File: config.mk
export PLATFORM = sky130hd
export DESIGN_NAME = id_branch_hazard_ctrl_flat
export DESIGN_NICKNAME = d
export VERILOG_FILES = /design/src/rtl/id_branch_hazard_ctrl_pkg.sv /design/src/rtl/id_branch_hazard_ctrl_if.sv /design/src/rtl/id_branch_hazard_ctrl_hazard_dep_match.sv /design/src/rtl/id_branch_hazard_ctrl.sv /design/src/flat_wrapper.sv
export SDC_FILE = /design/constraint.sdc
export NUM_CORES = 1
export LEC_CHECK = 0
export ABC_AREA = 1
export CORE_MARGIN = 2
export CORE_UTILIZATION = 35
export DETAILED_ROUTE_END_ITERATION = 12
export PLACE_DENSITY = 0.78
export SETUP_SLACK_MARGIN = 0.05
export SYNTH_ARGS = -nofsm -noshare
export SYNTH_HDL_FRONTEND = slang
export SYNTH_HIERARCHICAL = 1
export SYNTH_SLANG_ARGS = --single-unit
File: constraint.sdc
create_clock -name clk -period 2.4 [get_ports clk]
set_clock_uncertainty 0.2 [all_clocks]
set_input_delay 0.48 -clock clk [delete_from_list [all_inputs] [get_ports clk]]
set_output_delay 0.48 -clock clk [all_outputs]
set_load 0.1 [all_outputs]
File: src/rtl/id_branch_hazard_ctrl_pkg.sv
// Shared pipeline definitions for the ID-stage hazard controller: widths, FSM encoding, stall-need codes.
// Also holds the saturating-increment helper for the optional HAZARD_STATS_EN counters.
package id_branch_hazard_ctrl_pkg;

  localparam int REG_AW = 5;
  localparam int STAT_W = 32;

  typedef enum logic {
    ST_RUN  = 1'b0,
    ST_HOLD = 1'b1
  } hz_state_t;

  typedef logic [1:0] need_t;

  localparam need_t NEED_NONE = 2'd0;
  localparam need_t NEED_ONE  = 2'd1;
  localparam need_t NEED_TWO  = 2'd2;

  function automatic logic [STAT_W-1:0] sat_inc(input logic [STAT_W-1:0] v, input logic en);
    if (en && (v != {STAT_W{1'b1}})) begin
      return v + {{(STAT_W-1){1'b0}}, 1'b1};
    end else begin
      return v;
    end
  endfunction

endpackage

File: src/rtl/id_branch_hazard_ctrl_if.sv
// ID/EX/MEM hazard-query bundle and stall/flush controls for id_branch_hazard_ctrl.
// Statistics outputs exist only when HAZARD_STATS_EN is defined.
interface id_branch_hazard_ctrl_if;
  import id_branch_hazard_ctrl_pkg::*;

  logic              ID_Valid;
  logic              ID_Branch;
  logic [REG_AW-1:0] ID_rs;
  logic [REG_AW-1:0] ID_rt;
  logic              ID_UsesRs;
  logic              ID_UsesRt;
  logic              ID_BranchTaken;
  logic              EX_RegWrite;
  logic              EX_MemRead;
  logic [REG_AW-1:0] EX_Rw;
  logic              MEM_RegWrite;
  logic              MEM_MemRead;
  logic [REG_AW-1:0] MEM_Rw;
  logic              PC_Write;
  logic              IFID_Write;
  logic              IDEX_Bubble;
  logic              IFID_Flush;
  logic              Stall;
`ifdef HAZARD_STATS_EN
  logic [STAT_W-1:0] StatStallCyc;
  logic [STAT_W-1:0] StatLdBrEvt;
  logic [STAT_W-1:0] StatFlushCnt;
`endif

  modport master (
    output ID_Valid, ID_Branch, ID_rs, ID_rt, ID_UsesRs, ID_UsesRt, ID_BranchTaken,
    output EX_RegWrite, EX_MemRead, EX_Rw, MEM_RegWrite, MEM_MemRead, MEM_Rw,
`ifdef HAZARD_STATS_EN
    input  StatStallCyc, StatLdBrEvt, StatFlushCnt,
`endif
    input  PC_Write, IFID_Write, IDEX_Bubble, IFID_Flush, Stall
  );

  modport slave (
    input  ID_Valid, ID_Branch, ID_rs, ID_rt, ID_UsesRs, ID_UsesRt, ID_BranchTaken,
    input  EX_RegWrite, EX_MemRead, EX_Rw, MEM_RegWrite, MEM_MemRead, MEM_Rw,
`ifdef HAZARD_STATS_EN
    output StatStallCyc, StatLdBrEvt, StatFlushCnt,
`endif
    output PC_Write, IFID_Write, IDEX_Bubble, IFID_Flush, Stall
  );

endinterface

File: src/rtl/id_branch_hazard_ctrl_hazard_dep_match.sv
// Combinational producer-to-ID dependency comparator; one instance per older stage (EX, MEM).
module hazard_dep_match
  import id_branch_hazard_ctrl_pkg::*;
(
  input  logic              reg_write,
  input  logic [REG_AW-1:0] rw,
  input  logic [REG_AW-1:0] rs,
  input  logic [REG_AW-1:0] rt,
  input  logic              uses_rs,
  input  logic              uses_rt,
  output logic              dep
);

  // $0 is hardwired zero, so writing it never creates a dependency
  assign dep = reg_write && (rw != {REG_AW{1'b0}}) &&
               (((rw == rs) && uses_rs) || ((rw == rt) && uses_rt));

endmodule

File: src/rtl/id_branch_hazard_ctrl.sv
// ID-stage hazard/stall controller: load-use and ALU/load-to-branch stalls, ID/EX bubble, IF/ID flush.
// Optional HAZARD_STATS_EN adds saturating stall/load-branch/flush event counters.
module id_branch_hazard_ctrl
  import id_branch_hazard_ctrl_pkg::*;
(
  input  logic                   clk,
  input  logic                   reset_n,
  id_branch_hazard_ctrl_if.slave bus
);

  logic      dep_ex;
  logic      dep_mem;
  need_t     need;
  hz_state_t state;
  hz_state_t state_nxt;
  logic      cnt;
  logic      cnt_nxt;
  logic      stall;

  hazard_dep_match u_dep_ex (
    .reg_write (bus.EX_RegWrite),
    .rw        (bus.EX_Rw),
    .rs        (bus.ID_rs),
    .rt        (bus.ID_rt),
    .uses_rs   (bus.ID_UsesRs),
    .uses_rt   (bus.ID_UsesRt),
    .dep       (dep_ex)
  );

  hazard_dep_match u_dep_mem (
    .reg_write (bus.MEM_RegWrite),
    .rw        (bus.MEM_Rw),
    .rs        (bus.ID_rs),
    .rt        (bus.ID_rt),
    .uses_rs   (bus.ID_UsesRs),
    .uses_rt   (bus.ID_UsesRt),
    .dep       (dep_mem)
  );

  // Stall cycles required by the instruction in ID; EX rows take priority over MEM
  always_comb begin
    need = NEED_NONE;
    if (!bus.ID_Valid) begin
      need = NEED_NONE;
    end else if (bus.ID_Branch && dep_ex && bus.EX_MemRead) begin
      need = NEED_TWO;
    end else if (bus.ID_Branch && dep_ex) begin
      need = NEED_ONE;
    end else if (bus.ID_Branch && dep_mem && bus.MEM_MemRead) begin
      need = NEED_ONE;
    end else if (!bus.ID_Branch && dep_ex && bus.EX_MemRead) begin
      need = NEED_ONE;
    end else begin
      need = NEED_NONE;
    end
  end

  // FSM state and hold counter
  always_ff @(posedge clk) begin
    if (!reset_n) begin
      state <= ST_RUN;
      cnt   <= 1'b0;
    end else begin
      state <= state_nxt;
      cnt   <= cnt_nxt;
    end
  end

  // Next state and stall decision; HOLD ignores inputs so a load-to-branch window cannot be cut short
  always_comb begin
    state_nxt = state;
    cnt_nxt   = cnt;
    stall     = 1'b0;
    case (state)
      ST_RUN: begin
        stall = (need != NEED_NONE);
        if (need == NEED_TWO) begin
          state_nxt = ST_HOLD;
          cnt_nxt   = 1'b0;
        end else begin
          state_nxt = ST_RUN;
        end
      end
      ST_HOLD: begin
        stall = 1'b1;
        if (cnt == 1'b0) begin
          state_nxt = ST_RUN;
        end else begin
          cnt_nxt = cnt - 1'b1;
        end
      end
      default: begin
        state_nxt = ST_RUN;
        cnt_nxt   = 1'b0;
      end
    endcase
  end

  assign bus.PC_Write    = ~stall;
  assign bus.IFID_Write  = ~stall;
  assign bus.IDEX_Bubble = stall;
  assign bus.Stall       = stall;
  // Compare operands are stale while stalled, so a stall suppresses the flush
  assign bus.IFID_Flush  = bus.ID_BranchTaken && bus.ID_Valid && bus.ID_Branch && !stall;

`ifdef HAZARD_STATS_EN
  logic [STAT_W-1:0] stat_stall;
  logic [STAT_W-1:0] stat_ldbr;
  logic [STAT_W-1:0] stat_flush;

  // Saturating event counters
  always_ff @(posedge clk) begin
    if (!reset_n) begin
      stat_stall <= {STAT_W{1'b0}};
      stat_ldbr  <= {STAT_W{1'b0}};
      stat_flush <= {STAT_W{1'b0}};
    end else begin
      stat_stall <= sat_inc(stat_stall, stall);
      stat_ldbr  <= sat_inc(stat_ldbr, (state == ST_RUN) && (state_nxt == ST_HOLD));
      stat_flush <= sat_inc(stat_flush, bus.IFID_Flush);
    end
  end

  assign bus.StatStallCyc = stat_stall;
  assign bus.StatLdBrEvt  = stat_ldbr;
  assign bus.StatFlushCnt = stat_flush;
`endif

endmodule
File: src/flat_wrapper.sv
// flat-port wrapper written by rule: the top's interface ports become plain ports
module id_branch_hazard_ctrl_flat import id_branch_hazard_ctrl_pkg::*;
  (clk, reset_n, bus_ID_Valid, bus_ID_Branch, bus_ID_rs, bus_ID_rt, bus_ID_UsesRs, bus_ID_UsesRt, bus_ID_BranchTaken, bus_EX_RegWrite, bus_EX_MemRead, bus_EX_Rw, bus_MEM_RegWrite, bus_MEM_MemRead, bus_MEM_Rw, bus_PC_Write, bus_IFID_Write, bus_IDEX_Bubble, bus_IFID_Flush, bus_Stall);
  id_branch_hazard_ctrl_if bus_i ();
  input  logic clk;
  input  logic reset_n;
  input wire logic [$bits(bus_i.ID_Valid)-1:0] bus_ID_Valid;
  input wire logic [$bits(bus_i.ID_Branch)-1:0] bus_ID_Branch;
  input wire logic [$bits(bus_i.ID_rs)-1:0] bus_ID_rs;
  input wire logic [$bits(bus_i.ID_rt)-1:0] bus_ID_rt;
  input wire logic [$bits(bus_i.ID_UsesRs)-1:0] bus_ID_UsesRs;
  input wire logic [$bits(bus_i.ID_UsesRt)-1:0] bus_ID_UsesRt;
  input wire logic [$bits(bus_i.ID_BranchTaken)-1:0] bus_ID_BranchTaken;
  input wire logic [$bits(bus_i.EX_RegWrite)-1:0] bus_EX_RegWrite;
  input wire logic [$bits(bus_i.EX_MemRead)-1:0] bus_EX_MemRead;
  input wire logic [$bits(bus_i.EX_Rw)-1:0] bus_EX_Rw;
  input wire logic [$bits(bus_i.MEM_RegWrite)-1:0] bus_MEM_RegWrite;
  input wire logic [$bits(bus_i.MEM_MemRead)-1:0] bus_MEM_MemRead;
  input wire logic [$bits(bus_i.MEM_Rw)-1:0] bus_MEM_Rw;
  output wire logic [$bits(bus_i.PC_Write)-1:0] bus_PC_Write;
  output wire logic [$bits(bus_i.IFID_Write)-1:0] bus_IFID_Write;
  output wire logic [$bits(bus_i.IDEX_Bubble)-1:0] bus_IDEX_Bubble;
  output wire logic [$bits(bus_i.IFID_Flush)-1:0] bus_IFID_Flush;
  output wire logic [$bits(bus_i.Stall)-1:0] bus_Stall;
  assign bus_i.ID_Valid = bus_ID_Valid;
  assign bus_i.ID_Branch = bus_ID_Branch;
  assign bus_i.ID_rs = bus_ID_rs;
  assign bus_i.ID_rt = bus_ID_rt;
  assign bus_i.ID_UsesRs = bus_ID_UsesRs;
  assign bus_i.ID_UsesRt = bus_ID_UsesRt;
  assign bus_i.ID_BranchTaken = bus_ID_BranchTaken;
  assign bus_i.EX_RegWrite = bus_EX_RegWrite;
  assign bus_i.EX_MemRead = bus_EX_MemRead;
  assign bus_i.EX_Rw = bus_EX_Rw;
  assign bus_i.MEM_RegWrite = bus_MEM_RegWrite;
  assign bus_i.MEM_MemRead = bus_MEM_MemRead;
  assign bus_i.MEM_Rw = bus_MEM_Rw;
  assign bus_PC_Write = bus_i.PC_Write;
  assign bus_IFID_Write = bus_i.IFID_Write;
  assign bus_IDEX_Bubble = bus_i.IDEX_Bubble;
  assign bus_IFID_Flush = bus_i.IFID_Flush;
  assign bus_Stall = bus_i.Stall;
  id_branch_hazard_ctrl u_core (.clk(clk), .reset_n(reset_n), .bus(bus_i));
endmodule
==> impl_metrics.csv, run 1 <==
group,metric,value,unit
final_layout,fillers,129,
worst_setup_path,reg2reg_depth,1,
sta,max_freq,0.3926,GHz
clocking,insertion_delay,0,ns
status,violations,"setup timing",
sta,worst_pin_slew,0.2255,ns
global_route,grt-ovfl-total,0,
place,dp_hpwl,1.528,mm
logic_synthesis,netlist_area,548.0,sq um
worst_setup_path,critPathRequiredTime,1.72,ns
place,post-place-ws,-0.7019,ns
worst_setup_path,start_kind,"primary input",
sta,slew_viol_final,0,
global_route,grt_usage,0.2044,
final_layout,nets,206,
detailed_routing,dr.pass1.iters,4,
power,swShare,0.4646,
power,power_frac_clock,0,
worst_setup_path,end_kind,"output port",
final_layout,final_cell_mix,"51 x nand2_1, 18 x inv_1, 13 x nor2_1",
logic_synthesis,netlist_instances,132,
clocking,postCtsHoldBufs,0,
logic_synthesis,syn_avg_cell_area,4.152,sq um
sta,finalHoldViolCount,0,
final_layout,syn_to_final_growth,103.9,%
floorplanning,io_pins,36,
global_route,grt_pass1_vias,758,
worst_setup_path,path_class,"primary input to output port",
logic_synthesis,yosysUniqueCellTypes,12,
clocking,cts.clk_slew.worst_paths,0,ns
sta,grt_setup_unrepaired,"yes",
final_layout,seqCellArea,20.02,sq um
power,peakVddDrop,0.0001100,V
final_layout,layout.cells.most_common,"nand2_1",
global_route,grt_pass1_wl,3.146,mm
status,outcome,"finished, violations left",
detailed_routing,drc,0,
floorplanning,die_x,43.57,um
floorplanning,coreArea,1489,sq um
final_layout,postLayoutCellArea,1117,sq um
final_layout,largest_register_ffs,1,
sta,period_share,1.061,
worst_hold_path,hp-class,"flop to flop",
detailed_routing,drt_iter0_drc,38,
detailed_routing,ant_nets,0,
logic_synthesis,ys_warn_count,6,
floorplanning,dieArea,1898,sq um
place,placed_area,1054,sq um
power,switching_power,0.08833,mW
floorplanning,die_height,43.57,um
detailed_routing,drt_wl_total,2.051,mm
global_route,antenna_found_initial,0,
place,finalWeightedCongestion,0.9202,
power,leakage,0.6461,nW
floorplanning,start_util,0.3681,
detailed_routing,routed_via_density,4.683,
final_layout,drive_above_1_share,0.4162,
power,p_per_area,170.2,nW/um^2
place,io_buffers,35,
sta,setup_violations,5,
worst_hold_path,whs_path_depth,1,
sta,period_minus_slack,2.547,ns
final_layout,diodes,0,
floorplanning,fp-row-count,14,
logic_synthesis,yosysSeqAreaShare,0.03653,
power,pwr-share-seq,0.090,
worst_setup_path,crit_fanout,4,
logic_synthesis,ys_ff_latch,1,
detailed_routing,avgRoutedWirePerCell,10.85,um
logic_synthesis,syn-num-nets,163,
final_layout,largestRegisters,"u_core/state (1)",
sta,timing.final.ws_setup,-0.1470,ns
sta,slew_headroom,0.8495,
flow_run,maxCapViolations,0,
final_layout,regMostFlops,"u_core/state",
final_layout,multi_input_area,461.7,sq um
global_route,grt_start_max_net_pins,5,
power,intPower,0.1018,mW
worst_setup_path,cp.arrival,1.87,ns
power,pwr-share-comb,0.910,
detailed_routing,vias,885,
cells by family (layout without fill, tap and decap cells):
group                  after synthesis  count (layout)  synth area share
AO/OA/AOI/OAI                        5               5           0.04565
buffers and inverters               35              76            0.2534
flip-flops                           1               1           0.03653
AND/OR/NAND/NOR                     91              91            0.6644
final timing paths:
kind / end / slack (ns) / startpoint
min: u_core/state / 0.24 / u_core/state
min reg2reg: u_core/state / 0.24 / u_core/state
max reg2reg: u_core/state / 1.70 / u_core/state
max: bus_PC_Write / -0.15 / bus_EX_Rw[2]
power groups by stage:
stage	clock network, mW	logic, mW	registers (mW)
after floorplan	0	0.0710	0.0170
after global placement	0	0.153	0.0170
after detailed placement	0	0.156	0.0170
after CTS	0	0.158	0.0170
after global routing	0	0.188	0.0170
final	0	0.173	0.0170
through the flow:
| stage | hold WS (ns) | instances | power (mW) | TNS (ns) | utilization |
|---|---|---|---|---|---|
| after floorplan | 0.2100 | 132 | 0.08800 | -1.030 | - |
| after global placement | 0.2360 | 186 | 0.1705 | -3.108 | 0.7076 |
| after detailed placement | 0.2491 | 186 | 0.1728 | -3.476 | 0.7076 |
| after CTS | 0.2428 | 188 | 0.1747 | -0.5603 | 0.7109 |
| after global routing | 0.2542 | 189 | 0.2050 | -1.212 | 0.7504 |
| final | 0.2373 | 189 | 0.1901 | -0.6436 | 0.7504 |
worst max-delay path, stage by stage:
cell        delay, ns
buf_8            0.09
inv_8            0.03
nand2_2          0.05
nand2_2          0.06
nor2_1           0.11
nand3_1          0.10
a21oi_2          0.21
nand2_1          0.09
nand2_1          0.06
nand2_1          0.04
inv_1            0.06
nand2_2          0.09
nand2_8          0.09
clkinvlp_4       0.13
buf_12           0.19
layout make-up:
type,instances,share of cell area
Timing Repair Buffer,43,0.4166
Sequential cell,1,0.01792
Inverter,33,0.1344
Tap cell,16,0.01792
Multi-Input combinational cell,96,0.4132
metal layers:
metal	share of wire	track usage
met1	0.39	0.2732
met2	0.54	0.3882
met3	0.056	0
met4	0.0078	0
met5	0	0
cell usage after synthesis, drive strengths merged:
library cell / count / share of area
nand2: 63 / 0.45
nor2: 20 / 0.14
a21oi: 3 / 0.027
nand4: 2 / 0.023
o21ai: 2 / 0.018
nand3: 6 / 0.055
inv: 33 / 0.23
buf: 2 / 0.027
dfxtp: 1 / 0.037
what timing repair did:
action,in CTS,in global routing
gates resized for setup,119,20
hold endpoints to repair,0,0
setup buffers,2,1
cloned,0,0
setup endpoints to repair,6,5
pin swaps,28,19
Power figures use the tool's default switching activity.
==> inputs of run 2 (changes only) <==
Settings changed: SETUP_SLACK_MARGIN 0.05 to 0.2.
==> results of run 2 <==
The final DEF is identical to that of run 1; final timing and power are the same.
